[src/rtl/node_mac_sequencer.sv]
// Serial multiply-accumulate controller for one fully-connected neuron node.
// Shares one external float multiplier and adder across N_INPUTS terms, then applies ReLU.
module node_mac_sequencer #(
    parameter int N_INPUTS = 15,
    parameter int IDX_W    = 4
) (
    input  logic             clk,
    input  logic             rst,
    input  logic             start,
    output logic             busy,
    input  logic [31:0]      a_data,
    input  logic             a_valid,
    output logic             a_ready,
    output logic [IDX_W-1:0] w_idx,
    input  logic [31:0]      w_data,
    output logic [31:0]      mul_x,
    output logic [31:0]      mul_y,
    input  logic [31:0]      mul_z,
    output logic [31:0]      add_a,
    output logic [31:0]      add_b,
    input  logic [31:0]      add_sum,
    output logic [31:0]      res_data,
    output logic             res_valid,
    input  logic             res_ready,
    output logic [1:0]       state_dbg
);

    // Handshakes: a word moves on a channel only in a cycle where both valid and ready are high;
    // a producer holds valid and data stable until that cycle.
    typedef enum logic [1:0] {IDLE, LOAD, ACCUM, OUT} state_t;

    localparam logic [IDX_W-1:0] LAST = IDX_W'(N_INPUTS - 1);

    state_t           state, state_nx;
    logic [IDX_W-1:0] cnt, cnt_nx;
    logic [31:0]      acc, acc_nx;
    logic [31:0]      prod, prod_nx;
    logic [31:0]      res_nx;

    assign state_dbg = state;

    always_ff @(posedge clk or posedge rst) begin
        if (rst) begin
            state    <= IDLE;
            cnt      <= '0;
            acc      <= '0;
            prod     <= '0;
            res_data <= '0;
        end else begin
            state    <= state_nx;
            cnt      <= cnt_nx;
            acc      <= acc_nx;
            prod     <= prod_nx;
            res_data <= res_nx;
        end
    end

    always_comb begin
        state_nx  = state;
        cnt_nx    = cnt;
        acc_nx    = acc;
        prod_nx   = prod;
        res_nx    = res_data;
        busy      = 1'b1;
        a_ready   = 1'b0;
        res_valid = 1'b0;
        w_idx     = '0;
        mul_x     = '0;
        mul_y     = '0;
        add_a     = '0;
        add_b     = '0;
        case (state)
            IDLE: begin
                busy = 1'b0;
                if (start) begin
                    state_nx = LOAD;
                    cnt_nx   = '0;
                end
            end
            LOAD: begin
                a_ready = 1'b1;
                w_idx   = cnt;
                mul_x   = a_data;
                mul_y   = w_data;
                if (a_valid) begin
                    prod_nx  = mul_z;
                    state_nx = ACCUM;
                end
            end
            ACCUM: begin
                // First term loads the accumulator directly, so the adder stays idle for it.
                if (cnt == '0) begin
                    acc_nx = prod;
                end else begin
                    add_a  = acc;
                    add_b  = prod;
                    acc_nx = add_sum;
                end
                if (cnt == LAST) begin
                    state_nx = OUT;
                    res_nx   = acc_nx[31] ? 32'h0000_0000 : acc_nx;
                end else begin
                    cnt_nx   = cnt + 1'b1;
                    state_nx = LOAD;
                end
            end
            OUT: begin
                res_valid = 1'b1;
                if (res_ready) begin
                    state_nx = IDLE;
                    res_nx   = '0;
                end
            end
            default: state_nx = IDLE;
        endcase
    end

endmodule

[config.mk]
export PLATFORM = sky130hd
export DESIGN_NAME = node_mac_sequencer
export DESIGN_NICKNAME = d
export VERILOG_FILES = /design/src/rtl/node_mac_sequencer.sv
export SDC_FILE = /design/constraint.sdc
export NUM_CORES = 1
export LEC_CHECK = 0
export CORE_MARGIN = 1.5
export CORE_UTILIZATION = 35
export CTS_BUF_LIST = sky130_fd_sc_hd__clkbuf_16
export DETAILED_ROUTE_END_ITERATION = 10
export PLACE_DENSITY_LB_ADDON = 0.3
export SYNTH_ARGS = -nofsm -noshare
export SYNTH_HDL_FRONTEND = slang
export SYNTH_SLANG_ARGS = --single-unit
export TNS_END_PERCENT = 1
[constraint.sdc]
create_clock -name clk -period 2.9 [get_ports clk]
set_input_delay 0.29 -clock clk [delete_from_list [all_inputs] [get_ports clk]]
set_output_delay 0.29 -clock clk [all_outputs]
set_load 0.05 [all_outputs]
### After elaboration in Yosys (flattened, before gate mapping)

Cells that the tools add are included.

* register bits: 102
* latch bits: 0
* bits in writable memories: 0
* bits in read-only memories: 0
* bits of input ports: 133
* output and inout bits: 169
* word-level logic and storage cells: 47
* memories kept: 0

* $add $sub $neg: 1
* multiply operators: 0
* div/mod/pow operators: 0
* $lt $le $gt $ge: 0
* equality and inequality tests: 9
* shift operators: 0
* mux-type cells: 24
* bitwise logic cells: 0
* reductions and logical operators: 8

Operators with widths (number)
* 2-to-1 mux 32 bit: 10
* case mux 32 bit (2 select lines): 1
* 2-to-1 mux 31 bit: 1
* 2-to-1 mux 4 bit: 3
* inequality test 2 bit (second input constant): 5
* AND reduction 3 bit: 3
* 2-to-1 mux 2 bit: 4
* case mux 2 bit (4 select lines): 1
* case mux 4 bit (2 select lines): 1
* adder 4 x 1 -> 4 bit (second input constant): 1
* == test 2 bit (second input constant): 2
* == test 4 bit (second input constant): 1
* logical NOT 4 bit: 1
* nonzero test 2 bit: 2
* 2-to-1 mux 1 bit: 3
* == test 2 x 1 -> 1 bit (second input constant): 1
* logical NOT 2 bit: 1
* AND reduction 2 bit: 1

### Logic depth before layout (Yosys ltp)

* depth after elaboration: 6
* gate-level depth with buffers: 7
* mapped depth without buffers: 5

### Worst setup path before layout

No wires, ideal clock.

* kind: register -> output
* from: reg state[1] (netlist: state_dbg[1])
* to: out mul_x[10]
* arrival: 2187 ps
* required time: 2610 ps
* path slack: 423 ps
* cell stages (with the launch flop): 5
* path buffers: 2
* cell sequence: dfrtp_1 > buf_2 > and2b_1 > clkbuf_1 > and2_1

* longest elaborated chain between the ends: 2

Ends and longest elaborated chain
* from (decl): line 34 `state_t state, state_nx;`
* from (signal assigned): line 50 `state <= state_nx;`
* == test 2 x 1 -> 1 bit: line 72 `case (state)`
* 2-to-1 mux 32 bit: line 72
* to (decl): line 16 `output logic [31:0] mul_x,`

No other way between the ends.

### Worst setup path in the final report

* from: reg state[0] (netlist: state_dbg[0])
* to: out add_a[14]

* longest elaborated chain between the ends: 2

Ends and longest elaborated chain
* == test 2 bit: line 72
* 2-to-1 mux 32 bit: line 72
* to (decl): line 19 `output logic [31:0] add_a,`

No other way between the ends.

==> metrics <==
RSZ-0062 raised after global routing false; Clock Pin Slew Worst Setup and Hold Paths approximately 0.07 ns; DR iter-0 viols about 300; sequential cell fraction of total power about a quarter; Seq/Total Area, Yosys between 40% and 50%; post_cts resized 0; Post-synth EDFFs 0; clock sink count around 100; Post-synth ARST share 100%; global-route wire length before repair about 29000 um; number of global-route vias before repair 4970; clock power share 12.3%; via count about 4600; fillcell total ~1000; initial core utilization a little over a third; nets 890; Slew Viols, Final 0; post-layout min period 2.46 ns; syn nets between 600 and 700; WP buf/inv 2; YS warnings 0; largest net degree at the start of global routing 52; internal power between 5 and 6 mW; Critical Path End Type output pin; hold slack approximately 0.37 ns; cell type with the highest aggregate area in the netlist dfrtp_1; predominant post-synthesis flop cell dfrtp_1; P_sw about 4.3 mW; Sw Share 44.9%; Post-Syn Area per Cell 11.2 um^2; worst-path maximum fanout 40; Site Rows 44; Antenna diodes 0; Die Wd around 130 um; share of layout cells above drive strength 1 26.5%; # port buffers 300; GRT overflow 0; CP delay by family, top simple AND/OR/NAND/NOR gates; static leakage between 4 and 5 nW; sequential standard cell area between 2000 and 3000 um^2; Num CTS Buffers 9; area of the multi-input gates 2510 um^2; hpwl dp around 15000 um; synth top area cells dfrtp_1 (48%), and2_1 (16%), o2bb2ai_2 (8.6%), mux2_1 (6.5%), mux2i_1 (6.3%); DR vias/cell 4.86; Post-DRT Antenna Nets 0; Slew @ Worst Pin between 0.9 and 1 ns; Power Density approximately 950 nW/um^2; Root Driver clkbuf_16; Post-Syn Instances between 400 and 500; final core occ between 60% and 70%; setup_tns 0 ns; kind of critical path flop to output pin; Area Growth Syn to Fin 92.1%; slowest cell delay on critical path around 0.45 ns; gpl congestion 0.856; initial antenna violation count 0; Post-CTS Setup Bufs 0; FMAX 0.406 GHz; num ports about 300; final worst-path cycle share a little over four fifths; Tot GR Track Use between 20% and 30%; Hold WC Path Type input pin to asynchronous set/reset pin; TritonCTS clock tree built; DRC 0; part of the power in combinational logic between 60% and 70%; detailed-route wire length per cell between 15 and 20 um; maximum vdd drop 0.658 mV; final hold vios 0; CP startpoint kind flop; Clock Latency Late Sink approximately 0.34 ns; drt pass-1 iters 4; Synth Cell Area around 5200 um^2; cts hold-fix bufs 0; Core Area 14500 um^2; Yosys cell types 35; worst clock skew a little under 0.007 ns; max-cap check violation count 0; Relative slew margins about two fifths; H-tree levels 3; CP cell instances nand2b_2 > nor2_4 > buf_4 > and2_1 > buf_12; CTS Buffer Depth 2; worst path required time around 2.6 ns; area share of the largest cell type after synthesis 48.4%; status completed; die height 125 um; FF+latch count, synth roughly 100; # setup viols final 0; full die area ~16000 um^2; Worst Path Arrival between 2 and 2.5 ns; total routed wirelength approximately 18000 um; slowest cell on the critical path dfrtp_1
final timing paths:
check | start | to | slack [ns] | depth (start not counted)
worst max-delay path | state_dbg[0]$_DFFE_PP0P_ | add_a[14] | 0.44 | 5
worst min-delay path | rst | prod[1]$_DFFE_PP0P_ | 0.37 | 2
worst max register to register | cnt[0]$_DFFE_PP0P_ | res_data[14]$_DFFE_PP0P_ | 0.63 | 5
worst min register to register | acc[14]$_DFFE_PP0P_ | acc[14]$_DFFE_PP0P_ | 0.48 | 2
max in group asynchronous | rst | res_data[0]$_DFFE_PP0P_ | 1.78 | 3
min in group clk | acc[14]$_DFFE_PP0P_ | acc[14]$_DFFE_PP0P_ | 0.48 | 2
synthesized netlist by cell type, drive strengths merged, types with 2 or more instances:
library cell and count:
nor2 3, o2bb2ai 33, ha 3, o21ai 35
dfrtp 101, nand2b 2, inv 5, mux2 32
and2 133, nand2 35, nand3 2, buf 20
mux2i 33, clkbuf 17
through the flow:
step	total power, mW	instance area (um^2)	cells	setup slack [ns]
6_report	9.56	10000	943	0.436
5_1_grt	9.99	10000	943	0.301
4_1_cts	9.63	10000	943	0.400
3_5_place_dp	8.46	9740	927	0.667
3_3_place_gp	8.31	9740	927	0.796
2_1_floorplan	5.59	5220	467	0.423
layer usage:
layer,track usage [%],vias up,wire [um]
met5,0,-,0
met4,6.75,0,450
met1,25.9,2222,6740
met2,44.1,196,9970
met3,6.72,29,1260
li1,-,2139,-
sequential cells by signal, summed over array words and instances, names as in the netlist:
register and cells:
acc 32, cnt 4, prod 32, res_data 31
state_dbg 2
power groups by stage:
stage / registers [mW] / clock network [mW] / logic (mW)
floorplan: 2.22 / 0 / 3.37
global placement: 2.23 / 0 / 6.08
detailed placement: 2.27 / 0 / 6.19
CTS: 2.25 / 1.18 / 6.20
global route: 2.31 / 1.25 / 6.43
finish: 2.25 / 1.17 / 6.14
kinds of logic (layout without fill, tap and decap cells):
logic type      count (synthesis)  after routing  synth area share [%]
compound gates                 73             73                  13.4
xor+xnor                        1              1                 0.168
other cells                     1              1                0.0718
flops                         101            101                  48.4
mux                            65             65                  13.2
simple gates                  181            181                  20.0
fa+ha+maj                       3              3                 0.719
buf+inv                        42            334                  4.03
final cells by class:
class | count | share of cell area (%)
timing repair buffer | 313 | 44.4
sequential | 101 | 25.2
multi-input combinational | 324 | 25.0
tap | 184 | 2.30
clock buffer | 9 | 2.25
clock inverter | 7 | 0.574
inverter | 5 | 0.225
worst register-to-register path: stages, from the launching register on:
cell       delay, ns
dfrtp_1         0.44
inv_1           0.11
ha_1            0.15
nand3_1         0.22
or3_2           0.92
o2bb2ai_1       0.34
placed cells by master, fill, tap and decap left out, types with 3 or more instances in the layout:
| cell type | instances |
|---|---|
| mux2i_1 | 33 |
| and2_1 | 133 |
| inv_1 | 5 |
| dfrtp_1 | 101 |
| mux2_1 | 30 |
| clkbuf_16 | 9 |
| clkdlybuf4s50_1 | 167 |
| clkinv_2 | 4 |
| o2bb2ai_1 | 3 |
| ha_1 | 3 |
| o21ai_0 | 4 |
| o21ai_1 | 31 |
| o2bb2ai_2 | 30 |
| buf_12 | 135 |
| buf_4 | 11 |
| nand2_1 | 34 |
No activity file was read; power rests on OpenSTA's default activity.
==> edit 1: new RTL, same settings <==
Reset style: synchronous (`rst`), changed in one clocked block.
--- a/src/rtl/node_mac_sequencer.sv
+++ b/src/rtl/node_mac_sequencer.sv
@@ -40,5 +40,5 @@
     assign state_dbg = state;
 
-    always_ff @(posedge clk or posedge rst) begin
+    always_ff @(posedge clk) begin
         if (rst) begin
             state    <= IDLE;
Formal check against the unedited RTL: differs if rst is asserted again (counterexample within 4 cycles, from zero or initial values and one cycle with rst high); with rst held inactive, the same outputs for 10 cycles.
==> edit 1 against the original RTL <==
- routed wire length grew 9.2%
- sequential cell count unchanged
- final area is 1.4% lower
- area after synthesis up 5.0%
- largest cell class unchanged
- worst setup slack better by 0.043 ns
- critical path depth rose by 1
- die area grew 4.9%
Power is not compared: it rests on default switching activity, and its combinational part moved more than twofold at a synthesized area within 25%.
==> edit 1: results <==
metrics = {
    "clocking": {
        "clockRootBuffer": "clkbuf_16",
        "cts_made_buffers": 9,
        "clk_pin_slew_worst_paths_ns": 0.07,
        "insertion_delay_ns": 0.35,
        "cts.path.max_buffers": 2,
        "ctsResizeCount": 0,
        "ctsHoldBuffers": 0,
        "cts_setup_buffers": 0,
    },
    "logic_synthesis": {
        "yosysUniqueCellTypes": 35,
        "async_flop_share_pct": 0,
        "synth_ff_type": "dfxtp_1",
        "synth_fp_nets": 830,
        "ys_warn_count": 0,
        "synth_commonest_cells": "129 x nand2_1, 101 x dfxtp_1, 69 x and2_1",
        "synth_area_leaders": "dfxtp_1 37%, nand2_1 8.8%, and2_1 7.9%",
        "seq_area_frac_synth_pct": 36.9,
    },
    "cells_and_area": {
        "reg.largest.list": "acc: 32 flops, prod: 32 flops, res_data: 31 flops",
        "layout.nets": 1090,
        "n_antenna_cell": 0,
        "fillers": 1265,
        "drive_above_1_share_pct": 18.1,
    },
    "global_route": {
        "antenna_found_initial": 0,
        "grt_pass1_wl_microns": 30800,
        "grt_max_degree": 72,
        "grt_use_total_pct": 24.2,
        "grt_pass1_vias": 5453,
    },
    "worst_setup_path": {
        "reg2reg_depth": 7,
        "critPathMaxStageDelay_ns": 0.39,
        "reg2reg_to": "acc[14]$_SDFFE_PP0P_",
        "arrival_ns": 2.13,
        "crit_start": "cnt[0]$_SDFFE_PP0P_",
        "critPathMaxFanout": 47,
        "slowest_stage": "dfxtp_1",
        "regToRegSetupSlack_ns": 0.74,
        "crit_end": "add_a[10]",
    },
    "drt": {
        "drt-total-wl_microns": 20100,
        "wl_met2_microns": 9950,
        "top_layer": "met4",
        "drt_iter0_drc": 267,
        "wl_met3_microns": 1210,
        "vias": 5764,
        "first_pass_iters": 5,
        "met1_length_microns": 8440,
    },
    "place": {
        "dpl_worst_slack_ns": 0.767,
        "dp_hpwl_microns": 14700,
        "numPortBuffers": 300,
        "place.gp.congestion": 0.842,
    },
    "sta": {
        "relSlewSlack_pct": 45.6,
        "hold_viol_final": 0,
        "skew_ns": 0.00932,
        "setup_ws_ns": 0.479,
    },
    "outcome": {
        "status": "finished, final reports clean",
    },
    "power": {
        "irDropWorstVdd_mv": 0.340,
        "leakagePower_nw": 3.82,
    },
    "min_path": {
        "worstHoldPathType": "in -> reg",
    },
}
-- edit 1: area by class of cell --
class                      count  area, sq um  share of cell area [%]
tap                          211          264                    2.67
sequential                   101         2020                    20.5
multi-input combinational    521         3140                    31.8
timing repair buffer         319         4160                    42.1
inverter                       2         7.51                  0.0760
clock inverter                 6         63.8                   0.646
clock buffer                   9          225                    2.28
-- edit 1: worst min-delay path by stage --
stage                              from                        end  slack, ns  cells after the start
2_1_floorplan                 res_ready  state_dbg[0]$_SDFFE_PP0P_       0.41                      1
3_3_place_gp   res_data[6]$_SDFFE_PP0P_   res_data[6]$_SDFFE_PP0P_       0.45                      1
3_5_place_dp   res_data[2]$_SDFFE_PP0P_   res_data[2]$_SDFFE_PP0P_       0.45                      1
4_1_cts                             rst      prod[26]$_SDFFE_PP0P_       0.37                      2
5_1_grt                             rst      prod[26]$_SDFFE_PP0P_       0.39                      2
6_report                            rst      prod[29]$_SDFFE_PP0P_       0.38                      2
-- edit 1: power by group --
part | leakage [nW] | switching [mW] | internal (mW)
registers | 0.819 | 0.0480 | 1.44
clock network | 0.139 | 0.541 | 0.665
logic | 2.86 | 0.610 | 0.572
total | 3.82 | 1.20 | 2.68
-- edit 1: cells by family after synthesis --
logic type / count (synthesis) / synth area share (%)
other cells: 1 / 0.0684
fa+ha+maj: 3 / 0.685
mux: 32 / 5.87
flops: 101 / 36.9
buf+inv: 72 / 6.12
simple gates: 374 / 35.6
compound gates: 111 / 14.8
-- edit 1: metal layers --
metal,GRT usage [%],vias up
met5,0,-
met4,8.20,0
met3,6.09,31
met2,41.8,200
met1,29.2,2655
li1,-,2878
-- edit 1: worst max-delay path: cells and delay by family (launching register included) --
kind / cells / cell delay (ns)
buf+inv: 3 / 0.67
simple gates: 2 / 0.49
flops: 1 / 0.39
fa+ha+maj: 1 / 0.21
-- edit 1: metrics by stage --
stage	power [mW]	area (sq um)	cells
after floorplan	2.10	5480	694
after detailed placement	2.71	9590	1154
after global routing	4.03	9880	1169
final	3.88	9880	1169
after global placement	2.69	9590	1154
after CTS	3.91	9880	1169
==> edit 2: new RTL, same flow settings <==
Without the edit above. `IDX_W`: 4 -> 6.
--- a/src/rtl/node_mac_sequencer.sv
+++ b/src/rtl/node_mac_sequencer.sv
@@ -3,5 +3,5 @@
 module node_mac_sequencer #(
     parameter int N_INPUTS = 15,
-    parameter int IDX_W    = 4
+    parameter int IDX_W    = 6
 ) (
     input  logic             clk,
Ports: changed (resized w_idx); port bits go from 302 to 304. No check against the original RTL was run, so the function may have changed too.
==> edit 2 against the original RTL <==
- total power fell by 13%
- routed wire length is 0.96% lower
- area after synthesis grew 3.8%
- sequential cell count is 2 higher
- worst setup slack worse by 0.16 ns
- utilization is 7.9 points lower
- via count increased by 3.9%
- largest cell class unchanged
- final area decreased by 7.7%
==> edit 2: results <==
metrics = {
    "sta": {
        "relSlewSlack_pct": 40.0,
        "min_period_over_period_pct": 90.6,
        "skew_ns": 0.0117,
        "holdWs_ns": 0.407,
    },
    "power": {
        "irDropWorstVdd_mv": 0.542,
        "internal_power_mw": 4.36,
        "leakagePower_nw": 4.25,
    },
    "global_route": {
        "grt_use_met2_pct": 34.6,
        "grt_max_degree": 104,
        "gr-usage-met1_pct": 30.6,
        "grt_use_total_pct": 22.2,
        "met3_usage_pct": 5.99,
    },
    "place": {
        "place.gp.congestion": 0.946,
        "dpl_worst_slack_ns": 0.505,
        "numPortBuffers": 302,
        "dpl_cell_area_sq_um": 8990,
        "post-place-cells": 948,
        "dp_hpwl_microns": 13900,
    },
    "cells_and_area": {
        "seq_cells": 103,
        "clkCellAreaFrac_pct": 2.87,
        "layout.nets": 907,
        "drive_above_1_share_pct": 29.8,
        "num-multi-input-gates": 340,
        "buffers": 312,
        "areaGrowthSynthToFinish_pct": 70.7,
        "multi_input_area_sq_um": 2640,
        "fillers": 1226,
        "buf_share_pct": 38.0,
    },
    "worst_setup_path": {
        "regToRegSetupSlack_ns": 0.53,
        "critPathMaxStageDelay_ns": 0.54,
        "arrival_ns": 2.34,
        "critPathMaxFanout": 43,
    },
    "logic_synthesis": {
        "synth_fp_nets": 628,
        "synth_area_leaders": "dfrtp_1 48%, o2bb2ai_2 8.3%, and2_1 8.0%",
        "syn_area_per_cell_sq_um": 11.0,
        "yosysUniqueCellTypes": 34,
        "seq_area_frac_synth_pct": 47.6,
    },
    "drt": {
        "drt-total-wl_microns": 18200,
        "vias": 4764,
        "wl_met3_microns": 1210,
        "met1_length_microns": 8260,
        "wl_met2_microns": 8460,
        "drt_iter0_drc": 214,
    },
    "outcome": {
        "status": "finished, final reports clean",
    },
    "die": {
        "nWellTaps": 188,
    },
}
## edit 2: changes by cell type after synthesis, moves of 3 or more
| cell | change |
|---|---|
| a22o_1 | +4 |
| nor2b_1 | +3 |
| nand2_1 | +5 |
| a21oi_1 | +3 |
| o21ai_1 | -31 |
| mux2_1 | -30 |
| o21ai_0 | +29 |
| clkbuf_1 | +9 |
| and3_1 | +64 |
| mux2_2 | +32 |
| and2_1 | -64 |
## edit 2: power by group through the flow
stage | registers, mW | logic (mW) | clock network [mW]
2_1_floorplan | 2.17 | 3.31 | 0
3_3_place_gp | 2.23 | 4.91 | 0
3_5_place_dp | 2.26 | 5.00 | 0
4_1_cts | 2.23 | 5.02 | 1.14
5_1_grt | 2.31 | 5.28 | 1.20
6_report | 2.24 | 4.99 | 1.11
## edit 2: worst paths after layout
kind                                          start                        to  cells after the start
max                        state_dbg[0]$_DFFE_PP0P_                  mul_y[1]                      5
min                                             rst       prod[6]$_DFFE_PP0P_                      3
max reg2reg                      cnt[0]$_DFFE_PP0P_  res_data[15]$_DFFE_PP0P_                      5
min reg2reg                     acc[25]$_DFFE_PP0P_       acc[25]$_DFFE_PP0P_                      2
max in group asynchronous                       rst        cnt[2]$_DFFE_PP0P_                      3
min in group clk                acc[25]$_DFFE_PP0P_       acc[25]$_DFFE_PP0P_                      2
## edit 2: cell families (layout without fill, tap and decap cells)
family | Yosys count | count (layout) | synth area share (%)
AND/OR/NAND/NOR | 190 | 190 | 20.4
flip-flops | 103 | 103 | 47.6
AO/OA/AOI/OAI | 79 | 79 | 13.7
multiplexers | 67 | 67 | 13.2
buffers and inverters | 49 | 333 | 4.39
adder cells (fa/ha/maj) | 3 | 3 | 0.693
other | 1 | 1 | 0.0692
